[config.mk]
export PLATFORM = sky130hd
export DESIGN_NAME = multi_alarm_clock
export DESIGN_NICKNAME = d
export VERILOG_FILES = /design/src/rtl/multi_alarm_clock.sv
export SDC_FILE = /design/constraint.sdc
export NUM_CORES = 1
export LEC_CHECK = 0
export CAP_MARGIN = 15
export CORE_ASPECT_RATIO = 1.1
export CORE_MARGIN = 2
export CORE_UTILIZATION = 50
export DETAILED_ROUTE_END_ITERATION = 6
export GPL_TIMING_DRIVEN = 1
export PLACE_DENSITY = 0.73
export SLEW_MARGIN = 20
export SYNTH_ARGS = -nofsm -noshare
export SYNTH_HDL_FRONTEND = slang
export SYNTH_SLANG_ARGS = --single-unit
export TNS_END_PERCENT = 5
[constraint.sdc]
create_clock -name Pulse -period 2.8 [get_ports Pulse]
set_clock_uncertainty 0.15 [all_clocks]
set_input_delay 0.42 -clock Pulse [delete_from_list [all_inputs] [get_ports Pulse]]
set_output_delay 0.42 -clock Pulse [all_outputs]
set_load 0.02 [all_outputs]
[src/rtl/multi_alarm_clock.sv]
// multi_alarm_clock: day/hour/minute/second clock with NA alarm channels.
// Each channel rings for RING_S pulses, auto-stops, and can be cancelled.
// Optional snooze is compiled in with `define SNOOZE_EN.
// Ports:
//   Pulse/Reset          : 1 Hz clock, async active-low reset
//   Timeset/Alarmset     : set modes (Timeset wins)
//   AlarmSel             : channel being set/displayed
//   Minadv/Hrsadv/Dayadv : advance buttons
//   Alarmon              : per-channel enable
//   Snooze               : snooze request (SNOOZE_EN builds only)
//   TSec/TMin/THrs/TDay  : current time, binary
//   DispMin/DispHrs      : time, or selected alarm while Alarmset
//   BuzzCh/Buzz          : per-channel ringing and their OR
`timescale 1ns/1ps
module multi_alarm_clock #(
    parameter int NS     = 60,
    parameter int NH     = 24,
    parameter int ND     = 7,
    parameter int NA     = 2,
    parameter int RING_S = 60,
    parameter int SNZ_M  = 5,
    localparam int AW    = (NA > 1) ? $clog2(NA) : 1
) (
    input  logic          Pulse,
    input  logic          Reset,
    input  logic          Timeset,
    input  logic          Alarmset,
    input  logic [AW-1:0] AlarmSel,
    input  logic          Minadv,
    input  logic          Hrsadv,
    input  logic          Dayadv,
    input  logic [NA-1:0] Alarmon,
    input  logic          Snooze,
    output logic [6:0]    TSec,
    output logic [6:0]    TMin,
    output logic [6:0]    THrs,
    output logic [2:0]    TDay,
    output logic [6:0]    DispMin,
    output logic [6:0]    DispHrs,
    output logic [NA-1:0] BuzzCh,
    output logic          Buzz
);

    localparam int RW = $clog2(RING_S + 1);
`ifdef SNOOZE_EN
    localparam int SNZ_N = SNZ_M * NS;
    localparam int ZW    = $clog2(SNZ_N + 1);
`endif

    typedef enum logic [1:0] {
        ST_IDLE = 2'd0,
`ifdef SNOOZE_EN
        ST_SNZ  = 2'd2,
`endif
        ST_RING = 2'd1
    } state_t;

    function automatic logic [6:0] inc_mod(input logic [6:0] v, input int m);
        return (int'(v) == m - 1) ? 7'd0 : v + 7'd1;
    endfunction

    logic          run;
    logic          sec_wrap;
    logic          min_wrap;
    logic          hrs_wrap;
    logic [6:0]    tsec_q, tsec_d;
    logic [6:0]    tmin_q, tmin_d;
    logic [6:0]    thrs_q, thrs_d;
    logic [2:0]    tday_q, tday_d;
    logic [6:0]    amin_q [NA];
    logic [6:0]    amin_d [NA];
    logic [6:0]    ahrs_q [NA];
    logic [6:0]    ahrs_d [NA];
    state_t        st_q   [NA];
    state_t        st_d   [NA];
    logic [RW-1:0] ring_q [NA];
    logic [RW-1:0] ring_d [NA];
`ifdef SNOOZE_EN
    logic [ZW-1:0] snz_q  [NA];
    logic [ZW-1:0] snz_d  [NA];
`else
    logic          unused_snz;
    assign unused_snz = ^{Snooze, 32'(SNZ_M)};
`endif
    logic [NA-1:0] match;
    logic [NA-1:0] buzz_ch_q, buzz_ch_d;
    logic [6:0]    disp_min, disp_hrs;

    // Time counters: run mode carries, set mode advances each field alone.
    always_comb begin
        run      = !Timeset;
        sec_wrap = (tsec_q == 7'(NS - 1));
        min_wrap = (tmin_q == 7'(NS - 1));
        hrs_wrap = (thrs_q == 7'(NH - 1));
        tsec_d   = tsec_q;
        tmin_d   = tmin_q;
        thrs_d   = thrs_q;
        tday_d   = tday_q;
        if (run) begin
            tsec_d = inc_mod(tsec_q, NS);
            if (sec_wrap) begin
                tmin_d = inc_mod(tmin_q, NS);
                if (min_wrap) begin
                    thrs_d = inc_mod(thrs_q, NH);
                    if (hrs_wrap) begin
                        tday_d = (tday_q == 3'(ND - 1)) ? 3'd0 : tday_q + 3'd1;
                    end
                end
            end
        end else begin
            if (Minadv) tmin_d = inc_mod(tmin_q, NS);
            if (Hrsadv) thrs_d = inc_mod(thrs_q, NH);
            if (Dayadv) begin
                tday_d = (tday_q == 3'(ND - 1)) ? 3'd0 : tday_q + 3'd1;
            end
        end
    end

    // Alarm registers; an out-of-range AlarmSel matches no channel.
    always_comb begin
        for (int i = 0; i < NA; i++) begin
            amin_d[i] = amin_q[i];
            ahrs_d[i] = ahrs_q[i];
            if (Alarmset && run && int'(AlarmSel) == i) begin
                if (Minadv) amin_d[i] = inc_mod(amin_q[i], NS);
                if (Hrsadv) ahrs_d[i] = inc_mod(ahrs_q[i], NH);
            end
        end
    end

    always_comb begin
        disp_min = tmin_q;
        disp_hrs = thrs_q;
        if (Alarmset) begin
            disp_min = '0;
            disp_hrs = '0;
            for (int i = 0; i < NA; i++) begin
                if (int'(AlarmSel) == i) begin
                    disp_min = amin_q[i];
                    disp_hrs = ahrs_q[i];
                end
            end
        end
    end

    // Per-channel ring FSM. Counters count down the cycles left in a state;
    // a value of 1 means this is the last cycle.
    always_comb begin
        for (int i = 0; i < NA; i++) begin
            match[i] = Alarmon[i] && run && (tsec_q == 7'd0)
                && (tmin_q == amin_q[i]) && (thrs_q == ahrs_q[i]);
            st_d[i]   = st_q[i];
            ring_d[i] = ring_q[i];
`ifdef SNOOZE_EN
            snz_d[i]  = snz_q[i];
`endif
            case (st_q[i])
                ST_IDLE: begin
                    if (match[i]) begin
                        st_d[i]   = ST_RING;
                        ring_d[i] = RW'(RING_S);
                    end
                end
                ST_RING: begin
                    if (!Alarmon[i]) begin
                        st_d[i] = ST_IDLE;
`ifdef SNOOZE_EN
                    end else if (Snooze) begin
                        st_d[i]  = ST_SNZ;
                        snz_d[i] = ZW'(SNZ_N);
`endif
                    end else if (ring_q[i] == RW'(1)) begin
                        st_d[i] = ST_IDLE;
                    end else begin
                        ring_d[i] = ring_q[i] - RW'(1);
                    end
                end
`ifdef SNOOZE_EN
                ST_SNZ: begin
                    if (!Alarmon[i]) begin
                        st_d[i] = ST_IDLE;
                    end else if (snz_q[i] == ZW'(1)) begin
                        st_d[i]   = ST_RING;
                        ring_d[i] = RW'(RING_S);
                    end else begin
                        snz_d[i] = snz_q[i] - ZW'(1);
                    end
                end
`endif
                default: st_d[i] = ST_IDLE;
            endcase
            buzz_ch_d[i] = (st_d[i] == ST_RING);
        end
    end

    always_ff @(posedge Pulse or negedge Reset) begin
        if (!Reset) begin
            tsec_q    <= '0;
            tmin_q    <= '0;
            thrs_q    <= '0;
            tday_q    <= '0;
            buzz_ch_q <= '0;
            for (int i = 0; i < NA; i++) begin
                amin_q[i] <= '0;
                ahrs_q[i] <= '0;
                st_q[i]   <= ST_IDLE;
                ring_q[i] <= '0;
`ifdef SNOOZE_EN
                snz_q[i]  <= '0;
`endif
            end
        end else begin
            tsec_q    <= tsec_d;
            tmin_q    <= tmin_d;
            thrs_q    <= thrs_d;
            tday_q    <= tday_d;
            buzz_ch_q <= buzz_ch_d;
            for (int i = 0; i < NA; i++) begin
                amin_q[i] <= amin_d[i];
                ahrs_q[i] <= ahrs_d[i];
                st_q[i]   <= st_d[i];
                ring_q[i] <= ring_d[i];
`ifdef SNOOZE_EN
                snz_q[i]  <= snz_d[i];
`endif
            end
        end
    end

    assign TSec    = tsec_q;
    assign TMin    = tmin_q;
    assign THrs    = thrs_q;
    assign TDay    = tday_q;
    assign DispMin = disp_min;
    assign DispHrs = disp_hrs;
    assign BuzzCh  = buzz_ch_q;
    assign Buzz    = |buzz_ch_q;

endmodule

# Word level (Yosys, flattened, before mapping)
# Index checks and enable logic that the tools add are counted.
# op_classes
bitwise_logic,1
n_reduce_logical,30
muxes,40
n_addsub,10
eq_ne,30
# ops
operator,count
two-way mux 7 bit,18
"adder 7 x 1 -> 7 bit, second input constant",7
two-way mux 6 bit,6
"equality test 7 x 6 -> 1 bit, second input constant",5
equality test 7 bit,4
"equality test 7 bit, second input constant",4
one-hot mux 6 bit (2 select lines),2
two-way mux 3 bit,6
"equality test 6 x 1 -> 1 bit, second input constant",2
two-way mux 2 bit,6
"inequality test 2 bit, second input constant",6
AND reduction 4 bit,3
"subtractor 6 x 1 -> 6 bit, second input constant",2
logical AND 1 bit,11
AND reduction 2 bit,5
nonzero test 2 bit,5
"equality test 2 x 1 -> 1 bit, second input constant",4
one-hot mux 2 bit (2 select lines),2
"equality test 7 x 5 -> 1 bit, second input constant",1
zero test 7 bit,1
"inequality test 2 x 1 -> 1 bit, second input constant",3
zero test 2 bit,2
"adder 3 x 1 -> 3 bit, second input constant",1
"equality test 3 bit, second input constant",1
other kinds (4),4
# word_totals
output_inout_bits,41
ff_bits,70

# Logic depth before layout (Yosys ltp)
# Gate-level depths: netlist of the first run.
# depth
depth_word,8
mapped_depth,8
depth_no_buf,7

# Worst setup path before layout of the first run
# No wires, ideal clock.
# synth_path
path_kind,register -> register
startpoint,register tmin_q[0] (netlist: TMin[0])
endpoint,register tday_q[0] (netlist: TDay[0])
t_arrival_ns,1.964
required_ns,2.525
stages_incl_launch_ff,6
period_less_slack_ns,2.239
setup_slack_ns,0.561
cell_sequence,dfrtp_1 ha_1 nand2_1 nor4_2 a32o_1 mux2_2
# synth_via
elab_chain_cells,3
# synth_rtl
element,line,text
"start, declared",67,"logic [6:0] tmin_q, tmin_d;"
"start signal, assigned",214,tmin_q <= tmin_d;
equality test 7 x 6 -> 1 bit,93,min_wrap = (tmin_q == 7'(NS - 1));
nonzero test 2 bit (no line),n/a,
AND reduction 4 bit (no line),n/a,
"end signal, assigned",216,tday_q <= tday_d;
"end, declared",69,"logic [2:0] tday_q, tday_d;"
# Every way passes these cells.
# A chain may end at the register's enable or synchronous reset.

# Worst setup path after layout of the first run
# layout_path
startpoint,input AlarmSel
endpoint,output DispMin[6]
# layout_via
elab_chain_cells,2
# layout_rtl
element,line,text
"start, declared",28,"input logic [AW-1:0] AlarmSel,"
two-way mux 7 bit,138,if (int'(AlarmSel) == i) begin
two-way mux 7 bit,134,if (Alarmset) begin
"end, declared",38,"output logic [6:0] DispMin,"
# Every way passes these cells.

==> metrics.sh, run 1 <==
OUTCOME='finished, final reports clean'
DIE-WIDTH_UM=91.5
CLOCK-ROOT-BUFFER='sky130_fd_sc_hd__clkbuf_8'
WORSTHOLDPATHTYPE='flip-flop to flip-flop'
DOMINANT_CELL_TYPE_BY_AREA_AFTER_SYNTHESIS='sky130_fd_sc_hd__dfrtp_1'
GP_ROUTABILITY_CONGESTION=0.855
LAYOUT.NETS=515
PORTBUFFERS=50
TOTAL_NUMBER_OF_VIAS=3402
YS_TYPES=58
FP.DIEH_UM=100
GRTUSAGETOTAL=0.214
SLEW_AT_THE_PIN_CLOSEST_TO_ITS_MAX_SLEW_LIMIT_NS=0.524
MULTIINPUTGATEAREA_MM2=0.00230
ANTENNA_VIOLATING_NETS_POST_ROUTE=0
DETAIL_ROUTE.VIAS_PER_CELL=5.60
H-TREE-DEPTH=3
FINALCRITPERIODSHARE=0.957
CRIT_TYPE='primary input to output port'
WORST_SKEW_PAIR_LATENCY_NS=0.35
GRT_PASS1_VIAS=3248
CRITICAL_PATH.STARTPOINT_TYPE='primary input'
CAP_VIOL_MAX_COUNT=0
LAYOUT.AREA.SEQ_MM2=0.00175
DIODES=0
NUM-FILL-CELLS=686
FIN_CRIT_NS=2.68
FINAL_SETUP_VIOLATIONS=0
WORST_SETUP_PATH_END_KIND='output port'
NUMBER_OF_FLOPS_MAPPED_TO_ENABLE_CELLS_BY_YOSYS=0
SUMMED_INSTANCE_AREA_OF_THE_SYNTHESIZED_NETLIST_MM2=0.00421
SLEW_HEADROOM=0.649
YS_TOP_CELLS_BY_AREA='sky130_fd_sc_hd__dfrtp_1 (42%), sky130_fd_sc_hd__xor2_1 (7.5%), sky130_fd_sc_hd__xnor2_1 (4.2%), sky130_fd_sc_hd__nor2_1 (4.0%), sky130_fd_sc_hd__mux2i_1 (3.8%)'
SYNTHMOSTINSTANTIATEDCELL='sky130_fd_sc_hd__dfrtp_1'
AVGSYNTHCELLAREA_UM2=9.45
GRT_ANTENNA_BEFORE_REPAIR=0
FIN_AREA_MM2=0.00513
CRIT_REQUIRED_NS=2.23
DIE_AREA_MM2=0.00918
ARRIVAL_NS=2.11
CTS.SINKS=70
OVERFLOW_LEFT_AFTER_GLOBAL_ROUTING=0
SETUP_TOTAL_NEGATIVE_SLACK_NS=0
DETAILEDROUTE.FIRSTITERATIONVIOLATIONS=93
SYNTH_LARGEST_TYPE_AREA_FRACTION=0.416
VDD.IR_DROP.WORST_V=0.000621
CTS_TREE='yes'
YOSYS_MOST_USED_DFF='sky130_fd_sc_hd__dfrtp_1'
TIMING_MAX_TRANSITION_VIOLATIONS_FINAL=0
RSZ0062_AT_GRT='no'
SYNTH-WARNING-COUNT=0
FMAX_MHz=373
FIRST_PASS_GRT_WIRE_LENGTH_MM=15.6
PATH_CLK_SLEW_NS=0.07
HPWLAFTERDP_MM=6.71
ROUTED_WIRELENGTH_MM=9.37
SYNTH_SEQ_CELLS=70
DRT_FIRST_PASS_ITERS=4
CRIT_PATH_MAX_FANOUT=19
FLOORPLAN.ROWS=35
TOTAL_LEAKAGE_POWER_nW=2.28
SYN2LAYOUT_AREA_GROWTH_PCT=21.7
INITIAL_CORE_UTIL=0.509
CLOCK_PATH_BUFFERS=2
SYNTH_COMMONEST_CELLS='sky130_fd_sc_hd__dfrtp_1 (70), sky130_fd_sc_hd__nor2_1 (45), sky130_fd_sc_hd__xor2_1 (36), sky130_fd_sc_hd__nand2_1 (33), sky130_fd_sc_hd__a21oi_1 (26)'
IO-PIN-COUNT=52
POST-CTS-SETUP-BUFFERS=0
CORE_AREA_MM2=0.00828
SYNTH-SEQ-AREA-SHARE=0.416
POST_SYNTH_INST_COUNT=446
PLACED_AREA_MM2=0.00485
DETAIL_ROUTE.WL_PER_CELL_UM=15.4
HOLD_VIOL=0
GRT_START_MAX_NET_PINS=71
DRC=0
PD_CELLS_mW_PER_MM2=884
NUMCTSBUFFERS=9
FINAL_LAYOUT_SIZE_SUFFIX_GT1_FRAC=0.0946
POSTSYNTH.ASYNCRESETSHARE=1.00
[cell families after synthesis]
group,Yosys count,share of synthesized area
compound gates,80,0.123
xor+xnor,56,0.116
fa+ha+maj,12,0.0356
buf+inv,40,0.0386
flops,70,0.416
mux,25,0.0621
other cells,1,0.000890
simple gates,162,0.207
[cell usage in the layout, fill, tap and decap left out, types with 4 or more instances in the layout]
cell / Yosys / final
sky130_fd_sc_hd__ha_1: 12 / 12
sky130_fd_sc_hd__nor2b_1: 5 / 5
sky130_fd_sc_hd__nand2_1: 33 / 33
sky130_fd_sc_hd__mux2i_1: 16 / 16
sky130_fd_sc_hd__nor4_1: 6 / 6
sky130_fd_sc_hd__o211ai_1: 4 / 4
sky130_fd_sc_hd__o21ai_0: 14 / 14
sky130_fd_sc_hd__a21oi_1: 26 / 26
sky130_fd_sc_hd__clkdlybuf4s50_1: 0 / 49
sky130_fd_sc_hd__o21a_1: 5 / 5
sky130_fd_sc_hd__clkbuf_8: 0 / 10
sky130_fd_sc_hd__dfrtp_1: 70 / 70
sky130_fd_sc_hd__a31oi_1: 5 / 5
sky130_fd_sc_hd__xor2_1: 36 / 36
sky130_fd_sc_hd__and3_1: 7 / 7
sky130_fd_sc_hd__o31ai_1: 5 / 5
sky130_fd_sc_hd__nand3b_1: 4 / 4
sky130_fd_sc_hd__buf_4: 1 / 6
sky130_fd_sc_hd__and2_1: 5 / 5
sky130_fd_sc_hd__bufinv_16: 0 / 4
sky130_fd_sc_hd__nand3_1: 17 / 17
sky130_fd_sc_hd__and4_1: 4 / 4
sky130_fd_sc_hd__xnor2_1: 20 / 20
sky130_fd_sc_hd__nand4_1: 6 / 6
sky130_fd_sc_hd__mux2_2: 8 / 8
sky130_fd_sc_hd__nor2_1: 45 / 45
sky130_fd_sc_hd__nor3_1: 9 / 9
sky130_fd_sc_hd__inv_1: 14 / 14
sky130_fd_sc_hd__o21ai_1: 4 / 4
[registers in the layout, summed over array words and instances, names as in the netlist]
signal,count
TSec,7
THrs,7
ring_q,12
BuzzCh,2
st_q,4
TDay,3
amin_q,14
ahrs_q,14
TMin,7
[critical path, cell delays in order]
cell,delay (ns)
sky130_fd_sc_hd__clkdlybuf4s50_1,0.52
sky130_fd_sc_hd__buf_12,0.19
sky130_fd_sc_hd__mux2i_1,0.09
sky130_fd_sc_hd__a21oi_1,0.24
sky130_fd_sc_hd__clkdlybuf4s50_1,0.65
[power breakdown]
group | switching [W] | internal [W]
clock | 0.000385 | 0.000705
sequential | 0.000542 | 0.00127
combinational | 0.000790 | 0.000836
total | 0.00172 | 0.00282
[metrics by stage]
stage / util / cells / setup slack (ns) / hold slack [ns] / power [W]
after floorplan: - / 447 / 0.561 / -0.0256 / 0.00277
after global routing: 0.619 / 608 / 0.0798 / 0.405 / 0.00482
after global placement: 0.585 / 591 / 0.156 / 0.329 / 0.00341
final: 0.619 / 608 / 0.119 / 0.366 / 0.00453
after detailed placement: 0.585 / 591 / 0.157 / 0.329 / 0.00347
after CTS: 0.619 / 608 / 0.156 / 0.371 / 0.00457
[routing by layer]
metal | global-route usage | routed length [µm]
met1 | 0.272 | 4070
met2 | 0.369 | 4830
met3 | 0.0285 | 289
met4 | 0.0874 | 188
met5 | 0 | 0
[final timing paths]
kind                            slack [ns]  cells after the start      start         end
worst max-delay path                  0.12                      5   AlarmSel  DispMin[6]
worst min-delay path                  0.37                      1  ring_q[0]   ring_q[0]
worst max register to register        0.40                      5    THrs[0]     TDay[0]
worst min register to register        0.37                      1  ring_q[0]   ring_q[0]
max in group asynchronous             1.72                      3      Reset     THrs[1]
min in group asynchronous             0.48                      3      Reset   ring_q[6]
[layout make-up]
class	instances	area share
clock buffers	10	0.0268
clock inverters	6	0.0259
inverters	14	0.0103
multi-input cells	337	0.449
flip-flops and latches	70	0.342
well taps	111	0.0271
repair buffers	60	0.119
[what timing repair did]
action | CTS | global route
resized for setup | 0 | 0
endpoints found under the hold margin | 70 | 0
hold buffers | 1 | 0
Note: power is estimated with default switching activity, not from simulation.
==> inputs of run 2 (changes only) <==
--- a/config.mk
+++ b/config.mk
@@ -12,6 +12,7 @@
 export DETAILED_ROUTE_END_ITERATION = 6
 export GPL_TIMING_DRIVEN = 1
 export PLACE_DENSITY = 0.73
+export REMOVE_ABC_BUFFERS = 1
 export SLEW_MARGIN = 20
 export SYNTH_ARGS = -nofsm -noshare
 export SYNTH_HDL_FRONTEND = slang
==> run 2 against run 1 <==
  * Core utilization down 0.33 points
  * Via count down 1.0%
  * Final cell count up 0.49%
  * Sequential cell count unchanged
  * Die area unchanged
  * Setup slack better by 0.035 ns
  * Largest cell class unchanged
  * Highest routed layer unchanged
==> metrics.sh, run 2 (synthesized netlist as in run 1, its figures left out) <==
FINAL_LAYOUT_SIZE_SUFFIX_GT1_FRAC=0.100  # +0.00543
REG.LARGEST.LIST='ahrs_q (14), amin_q (14), ring_q (12)'
SYN2LAYOUT_AREA_GROWTH_PCT=21.0
RRSETUPSLACK_NS=0.49  # +0.09 ns
RSZ0062_AT_GRT='no'
SLOWEST_STAGE='sky130_fd_sc_hd__clkdlybuf4s50_1'
SLEW_AT_THE_PIN_CLOSEST_TO_ITS_MAX_SLEW_LIMIT_NS=0.527  # +0.00278 ns
WORSTSETUPENDPOINT='DispHrs[6]'
FIRST_PASS_GRT_WIRE_LENGTH_MM=16.2  # +3.5%
MAX_STAGE_DELAY_NS=0.64  # about the same
VDD.IR_DROP.WORST_V=0.000482  # -22%
HPWLAFTERDP_MM=6.92  # +3.1%
DETAILEDROUTE.FIRSTITERATIONVIOLATIONS=180  # +94%
MOST_COMMON_CELL_AFTER_LAYOUT_FILL_AND_TAPS_ASIDE='sky130_fd_sc_hd__dfrtp_1'
PLACE.DETAILED.INSTANCES=594  # +0.51%
SETUP_TOTAL_NEGATIVE_SLACK_NS=0  # unchanged
DIE_AREA_MM2=0.00918  # unchanged
POST-CTS-SETUP-BUFFERS=0  # unchanged
FMAX_MHz=378  # +1.3%
P_COMB_FRAC=0.368  # +0.009
DRT_FIRST_PASS_ITERS=5  # +1
WORST_SKEW_PAIR_LATENCY_NS=0.35  # about the same
SEQUENTIALPOWERSHARE=0.416  # +0.015
PD_CELLS_mW_PER_MM2=862  # -2.5%
CTS_HOLD_BUF=1  # unchanged
UTILIZATION_AFTER_LAYOUT=0.616  # -0.00333
CLOCK_POWER_SHARE=0.216  # -0.024
TOTAL_NUMBER_OF_VIAS=3367  # -1.0%
GRTUSAGETOTAL=0.222  # +0.00779
CRITPATHMOSTFREQUENTCELL='sky130_fd_sc_hd__clkdlybuf4s50_1'
CTS.REPAIR.RESIZED=0  # unchanged
CRIT_TYPE='primary input to output port'
FINALCRITPERIODSHARE=0.945  # -0.0126
DETAIL_ROUTE.VIAS_PER_CELL=5.51  # -1.5%
REGTOREGSTARTPOINT='THrs[0]'
OVERFLOW_LEFT_AFTER_GLOBAL_ROUTING=0  # unchanged
CAP_VIOL_MAX_COUNT=0  # unchanged
CTS.SINKS=70  # unchanged
END_OF_THE_WORST_REGISTER_TO_REGISTER_PATH='TDay[0]'
INITIAL_CORE_UTIL=0.509  # unchanged
DETAIL_ROUTE.WL_PER_CELL_UM=15.5  # +0.77%
NUMCTSBUFFERS=9  # unchanged
TOTAL_LEAKAGE_POWER_nW=2.27  # -0.31%
CRITICAL_PATH.STARTPOINT_TYPE='primary input'
GRT_ANTENNA_BEFORE_REPAIR=0  # unchanged
LAYOUT.AREA.SEQ_MM2=0.00175  # unchanged
CLOCK_PATH_BUFFERS=2  # unchanged
PORTBUFFERS=50  # unchanged
DRC=0  # unchanged
CRIT_PATH_MAX_FANOUT=19  # unchanged
CLOCK-ROOT-BUFFER='sky130_fd_sc_hd__clkbuf_8'
CELLS_TRAVERSED_ALONG_THE_WORST_TIMING_PATH='clkdlybuf4s50_1 -> buf_12 -> mux2i_1 -> a21oi_1 -> clkdlybuf4s50_1'
FP.DIEH_UM=100  # unchanged
OUTCOME='finished, final reports clean'
CTS_TREE='yes'
CORE_AREA_MM2=0.00828  # unchanged
CRIT_START='AlarmSel'
ROUTED_WIRELENGTH_MM=9.49  # +1.3%
FINALNONFILLERCELLS=611  # +0.49%
GP_ROUTABILITY_CONGESTION=0.838  # -2.0%
MULTIINPUTGATEAREA_MM2=0.00230  # unchanged
LAYOUT.NETS=518  # +0.58%
ANTENNA_VIOLATING_NETS_POST_ROUTE=0  # unchanged
SWSHARE=0.395  # +0.0160
FIN_CRIT_NS=2.65  # -0.0352 ns
SLEW_HEADROOM=0.648  # -0.00186
WORST_SETUP_PATH_END_KIND='output port'
NUM-FILL-CELLS=690  # +0.58%
DIE-WIDTH_UM=91.5  # unchanged
FF2FF_PATH_DEPTH=5  # unchanged
FINAL_SETUP_VIOLATIONS=0  # unchanged
H-TREE-DEPTH=3  # unchanged
DIODES=0  # unchanged
IO-PIN-COUNT=52  # unchanged
ARRIVAL_NS=2.08  # -0.03 ns
HOLD-WORST-SLACK_NS=0.380  # +0.0138 ns
FLOORPLAN.ROWS=35  # unchanged
CRIT_REQUIRED_NS=2.23  # about the same
HOLD_VIOL=0  # unchanged
WORSTHOLDPATHTYPE='flip-flop to flip-flop'
GRT_START_MAX_NET_PINS=34  # -52%
NET_SWITCHING_POWER_W=0.00174  # +1.1%
INTERNAL_POWER_W=0.00266  # -5.5%
PATH_CLK_SLEW_NS=0.07  # about the same
LAYOUT.CELLS.MOST_COMMON_LIST='sky130_fd_sc_hd__dfrtp_1 (70), sky130_fd_sc_hd__clkdlybuf4s50_1 (49), sky130_fd_sc_hd__nor2_1 (45), sky130_fd_sc_hd__xor2_1 (36), sky130_fd_sc_hd__nand2_1 (33)'
TIMING_MAX_TRANSITION_VIOLATIONS_FINAL=0  # unchanged
GRT_PASS1_VIAS=3284  # +1.1%
[run 2: cell count changes in the layout (fill, tap and decap cells not counted), sizes merged]
cell	previous run	this run
clkinv	1	2
buf	10	13
bufinv	4	2
clkbuf	10	11
[run 2: how the worst min path moves through the flow]
stage	startpoint	cells after the start	slack, ns	to
global placement	Reset	1	0.26	ring_q[9]
finish	ring_q[6]	1	0.38	ring_q[6]
global route	ring_q[6]	1	0.40	ring_q[6]
CTS	TDay[2]	1	0.39	TDay[2]
floorplan	Reset	0	-0.03	BuzzCh[0]
detailed placement	Reset	1	0.26	ring_q[9]
[run 2: layer usage]
layer  up-vias  share of wire  GRT usage  wire (µm)
li1       1658              -          -          -
met1      1636           0.46      0.293       4380
met2        66           0.50      0.368       4700
met3         7          0.032     0.0390        300
met4         0          0.011     0.0793        105
met5         -              0          0          0
[run 2: cell type report]
class	count	area share
inverters	14	0.0103
repair buffers	63	0.122
multi-input cells	337	0.452
clock inverters	5	0.0160
clock buffers	11	0.0297
well taps	111	0.0272
flip-flops and latches	70	0.344
[run 2: worst max-delay path, delay by kind of cell]
kind / cells / cell delay, ns
compound gates: 1 / 0.22
mux: 1 / 0.10
buf+inv: 3 / 1.33
[run 2: stage by stage]
| stage | cell area [µm²] | setup slack, ns | total power, W |
|---|---|---|---|
| floorplan | 4110 | 0.544 | 0.00271 |
| global placement | 4860 | 0.181 | 0.00340 |
| detailed placement | 4860 | 0.144 | 0.00346 |
| CTS | 5100 | 0.141 | 0.00443 |
| global route | 5100 | 0.0679 | 0.00468 |
| finish | 5100 | 0.155 | 0.00440 |
[run 2: power by group through the flow]
| stage | combinational, W | clock [W] | sequential [W] |
|---|---|---|---|
| after global routing | 0.00178 | 0.00102 | 0.00188 |
| final | 0.00162 | 0.000950 | 0.00183 |
| after detailed placement | 0.00162 | 0 | 0.00184 |
| after floorplan | 0.000850 | 0 | 0.00186 |
| after CTS | 0.00163 | 0.000971 | 0.00182 |
| after global placement | 0.00158 | 0 | 0.00183 |
==> inputs of run 3 (changes only) <==
==> constraint.sdc (replaced) <==
create_clock -name Pulse -period 3.2 [get_ports Pulse]
set_clock_uncertainty 0.15 [all_clocks]
set_input_delay 0.48 -clock Pulse [delete_from_list [all_inputs] [get_ports Pulse]]
set_output_delay 0.48 -clock Pulse [all_outputs]
set_load 0.02 [all_outputs]
==> run 3 against run 2 <==
  * Critical path type unchanged
  * Sequential power decreased by 13%
  * Sequential cell count unchanged
  * Setup slack improved by 0.22 ns
  * The run now ends with negative hold slack left
  * Core utilization decreased by 1.4 points
  * Routed wire length decreased by 0.81%
  * Sequential share of layout area increased by 0.79 points
  * Worst hold slack got worse by 0.39 ns
==> metrics.sh, run 3 (synthesized netlist as in run 1, its figures left out) <==
ROUTED_WIRELENGTH_MM=9.41  # -0.81%
DETAIL_ROUTE.VIAS_PER_CELL=5.56  # +0.86%
WORST_SETUP_PATH_END_KIND='output port'
H-TREE-DEPTH=3  # unchanged
DIE_AREA_MM2=0.00918  # unchanged
DIODES=0  # unchanged
POST-CTS-SETUP-BUFFERS=0  # unchanged
WORSTPATHBUFFERINVERTERCOUNT=3  # unchanged
HPWLAFTERDP_MM=6.80  # -1.8%
TIMING_MAX_TRANSITION_VIOLATIONS_FINAL=0  # unchanged
CRIT_REQUIRED_NS=2.57  # +0.34 ns
END_OF_THE_WORST_REGISTER_TO_REGISTER_PATH='TDay[0]'
FP.DIEH_UM=100  # unchanged
FINAL_SETUP_VIOLATIONS=0  # unchanged
VDD.IR_DROP.WORST_V=0.000400  # -17%
CAP_VIOL_MAX_COUNT=0  # unchanged
DIE-WIDTH_UM=91.5  # unchanged
INITIAL_CORE_UTIL=0.509  # unchanged
FINAL_LAYOUT_SIZE_SUFFIX_GT1_FRAC=0.0869  # -0.0131
DRC=0  # unchanged
PORTBUFFERS=50  # unchanged
FIRST_PASS_GRT_WIRE_LENGTH_MM=15.9  # -1.8%
FF2FF_PATH_DEPTH=5  # unchanged
PRE_CTS_SLACK_NS=0.392  # +0.248 ns
SLEW_HEADROOM=0.585  # -0.0621
ANTENNA_VIOLATING_NETS_POST_ROUTE=0  # unchanged
CRITPATHTOPFAMILY='buffers and inverters'
CRIT_START='AlarmSel'
GRT_ANTENNA_BEFORE_REPAIR=0  # unchanged
NUMCTSBUFFERS=9  # unchanged
CORE_AREA_MM2=0.00828  # unchanged
FLOORPLAN.ROWS=35  # unchanged
TOTAL_LEAKAGE_POWER_nW=2.21  # -2.6%
GRTUSAGETOTAL=0.217  # -0.00447
RSZ0062_AT_GRT='no'
CRITPATHMOSTFREQUENTCELL='sky130_fd_sc_hd__clkdlybuf4s50_1'
CRIT_TYPE='primary input to output port'
CTS_HOLD_BUF=0  # -1
GRT_START_MAX_NET_PINS=34  # unchanged
FMAX_MHz=354
CLOCK_PATH_BUFFERS=2  # unchanged
LAYOUT.NETS=513  # -0.97%
MAX_STAGE_DELAY_NS=0.63  # about the same
RRSETUPSLACK_NS=0.85  # +0.36 ns
FIN_CRIT_NS=2.83
SLEW_AT_THE_PIN_CLOSEST_TO_ITS_MAX_SLEW_LIMIT_NS=0.622  # +0.0947 ns
CRITICAL_PATH.STARTPOINT_TYPE='primary input'
REGTOREGSTARTPOINT='THrs[0]'
CLOCK-ROOT-BUFFER='sky130_fd_sc_hd__clkbuf_8'
WORSTHOLDPATHTYPE='primary input to asynchronous set/reset pin'
SLOWEST_STAGE='sky130_fd_sc_hd__clkdlybuf4s50_1'
CTS.SINKS=70  # unchanged
WORST_SKEW_PAIR_LATENCY_NS=0.35  # about the same
LAYOUT.CELLS.MOST_COMMON_LIST='sky130_fd_sc_hd__dfrtp_1 (70), sky130_fd_sc_hd__clkdlybuf4s50_1 (49), sky130_fd_sc_hd__nor2_1 (45), sky130_fd_sc_hd__xor2_1 (36), sky130_fd_sc_hd__nand2_1 (33)'
CRIT_PATH_MAX_FANOUT=19  # unchanged
REG.LARGEST.LIST='ahrs_q (14), amin_q (14), ring_q (12)'
DETAIL_ROUTE.WL_PER_CELL_UM=15.5  # about the same
WORST_SLACK_NS=0.375  # +0.220 ns
IO-PIN-COUNT=52  # unchanged
DETAILEDROUTE.FIRSTITERATIONVIOLATIONS=146  # -19%
DRT_FIRST_PASS_ITERS=4  # -1
CELLS_TRAVERSED_ALONG_THE_WORST_TIMING_PATH='clkdlybuf4s50_1 -> buf_4 -> mux2i_1 -> a21oi_1 -> clkdlybuf4s50_1'
HOLD_VIOL=16  # +16
MOST_COMMON_CELL_AFTER_LAYOUT_FILL_AND_TAPS_ASIDE='sky130_fd_sc_hd__dfrtp_1'
SYN2LAYOUT_AREA_GROWTH_PCT=18.3
GRT_PASS1_VIAS=3284  # unchanged
SETUP_TOTAL_NEGATIVE_SLACK_NS=0  # unchanged
OUTCOME='finished with violations'
TOTAL_NUMBER_OF_VIAS=3368  # +0.030%
CTS_TREE='yes'
HOLD-WORST-SLACK_NS=-0.00690  # -0.387 ns
FAILED_CHECKS='negative hold slack'
PATH_CLK_SLEW_NS=0.07  # about the same
GP_ROUTABILITY_CONGESTION=0.839  # +0.19%
PD_CELLS_mW_PER_MM2=740  # -14%
ARRIVAL_NS=2.20  # +0.12 ns
CTS.REPAIR.RESIZED=0  # unchanged
OVERFLOW_LEFT_AFTER_GLOBAL_ROUTING=0  # unchanged
FINALCRITPERIODSHARE=0.883
[run 3: changes by cell type in the layout (fill, tap and decap cells not counted), moves of 2 or more]
cell	delta
sky130_fd_sc_hd__buf_4	-2
sky130_fd_sc_hd__clkbuf_1	+3
sky130_fd_sc_hd__buf_12	-2
sky130_fd_sc_hd__clkbuf_8	-2
[run 3: worst max-delay path by stage]
stage / endpoint / slack [ns] / depth (start not counted)
2_1_floorplan: TDay[0] / 0.94 / 5
3_3_place_gp: DispHrs[4] / 0.39 / 5
3_5_place_dp: DispHrs[4] / 0.39 / 5
5_1_grt: DispHrs[4] / 0.29 / 5
6_report: DispHrs[4] / 0.37 / 5
4_1_cts: DispHrs[4] / 0.39 / 5
[run 3: area by class of cell]
| class | instances | area [µm²] |
|---|---|---|
| clock buffer | 12 | 135 |
| clock inverter | 4 | 47.5 |
| fill | 679 | 3290 |
| inverter | 14 | 52.6 |
| multi-input combinational | 337 | 2300 |
| sequential | 70 | 1750 |
| tap | 111 | 139 |
| timing repair buffer | 58 | 556 |
[run 3: metal layers]
metal / GRT usage / wire length (µm) / part of all wire
met2: 0.360 / 4500 / 0.48
met3: 0.0285 / 369 / 0.039
met4: 0.0967 / 213 / 0.023
met1: 0.286 / 4330 / 0.46
met5: 0 / 0 / 0
[run 3: power breakdown]
group          switching, W  total [W]  internal, W
combinational      0.000682    0.00140     0.000721
clock              0.000330   0.000689     0.000358
sequential         0.000483    0.00160      0.00112
total               0.00149    0.00369      0.00220
[run 3: through the flow]
step            util  cell area, µm²  power [W]  hold slack, ns  cells
2_1_floorplan      -            4110    0.00237          0.0344    421
3_3_place_gp   0.580            4800    0.00297           0.348    590
3_5_place_dp   0.580            4800    0.00301           0.357    590
4_1_cts        0.602            4980    0.00371          0.0148    606
5_1_grt        0.602            4980    0.00395          0.0320    606
6_report       0.602            4980    0.00369        -0.00690    606
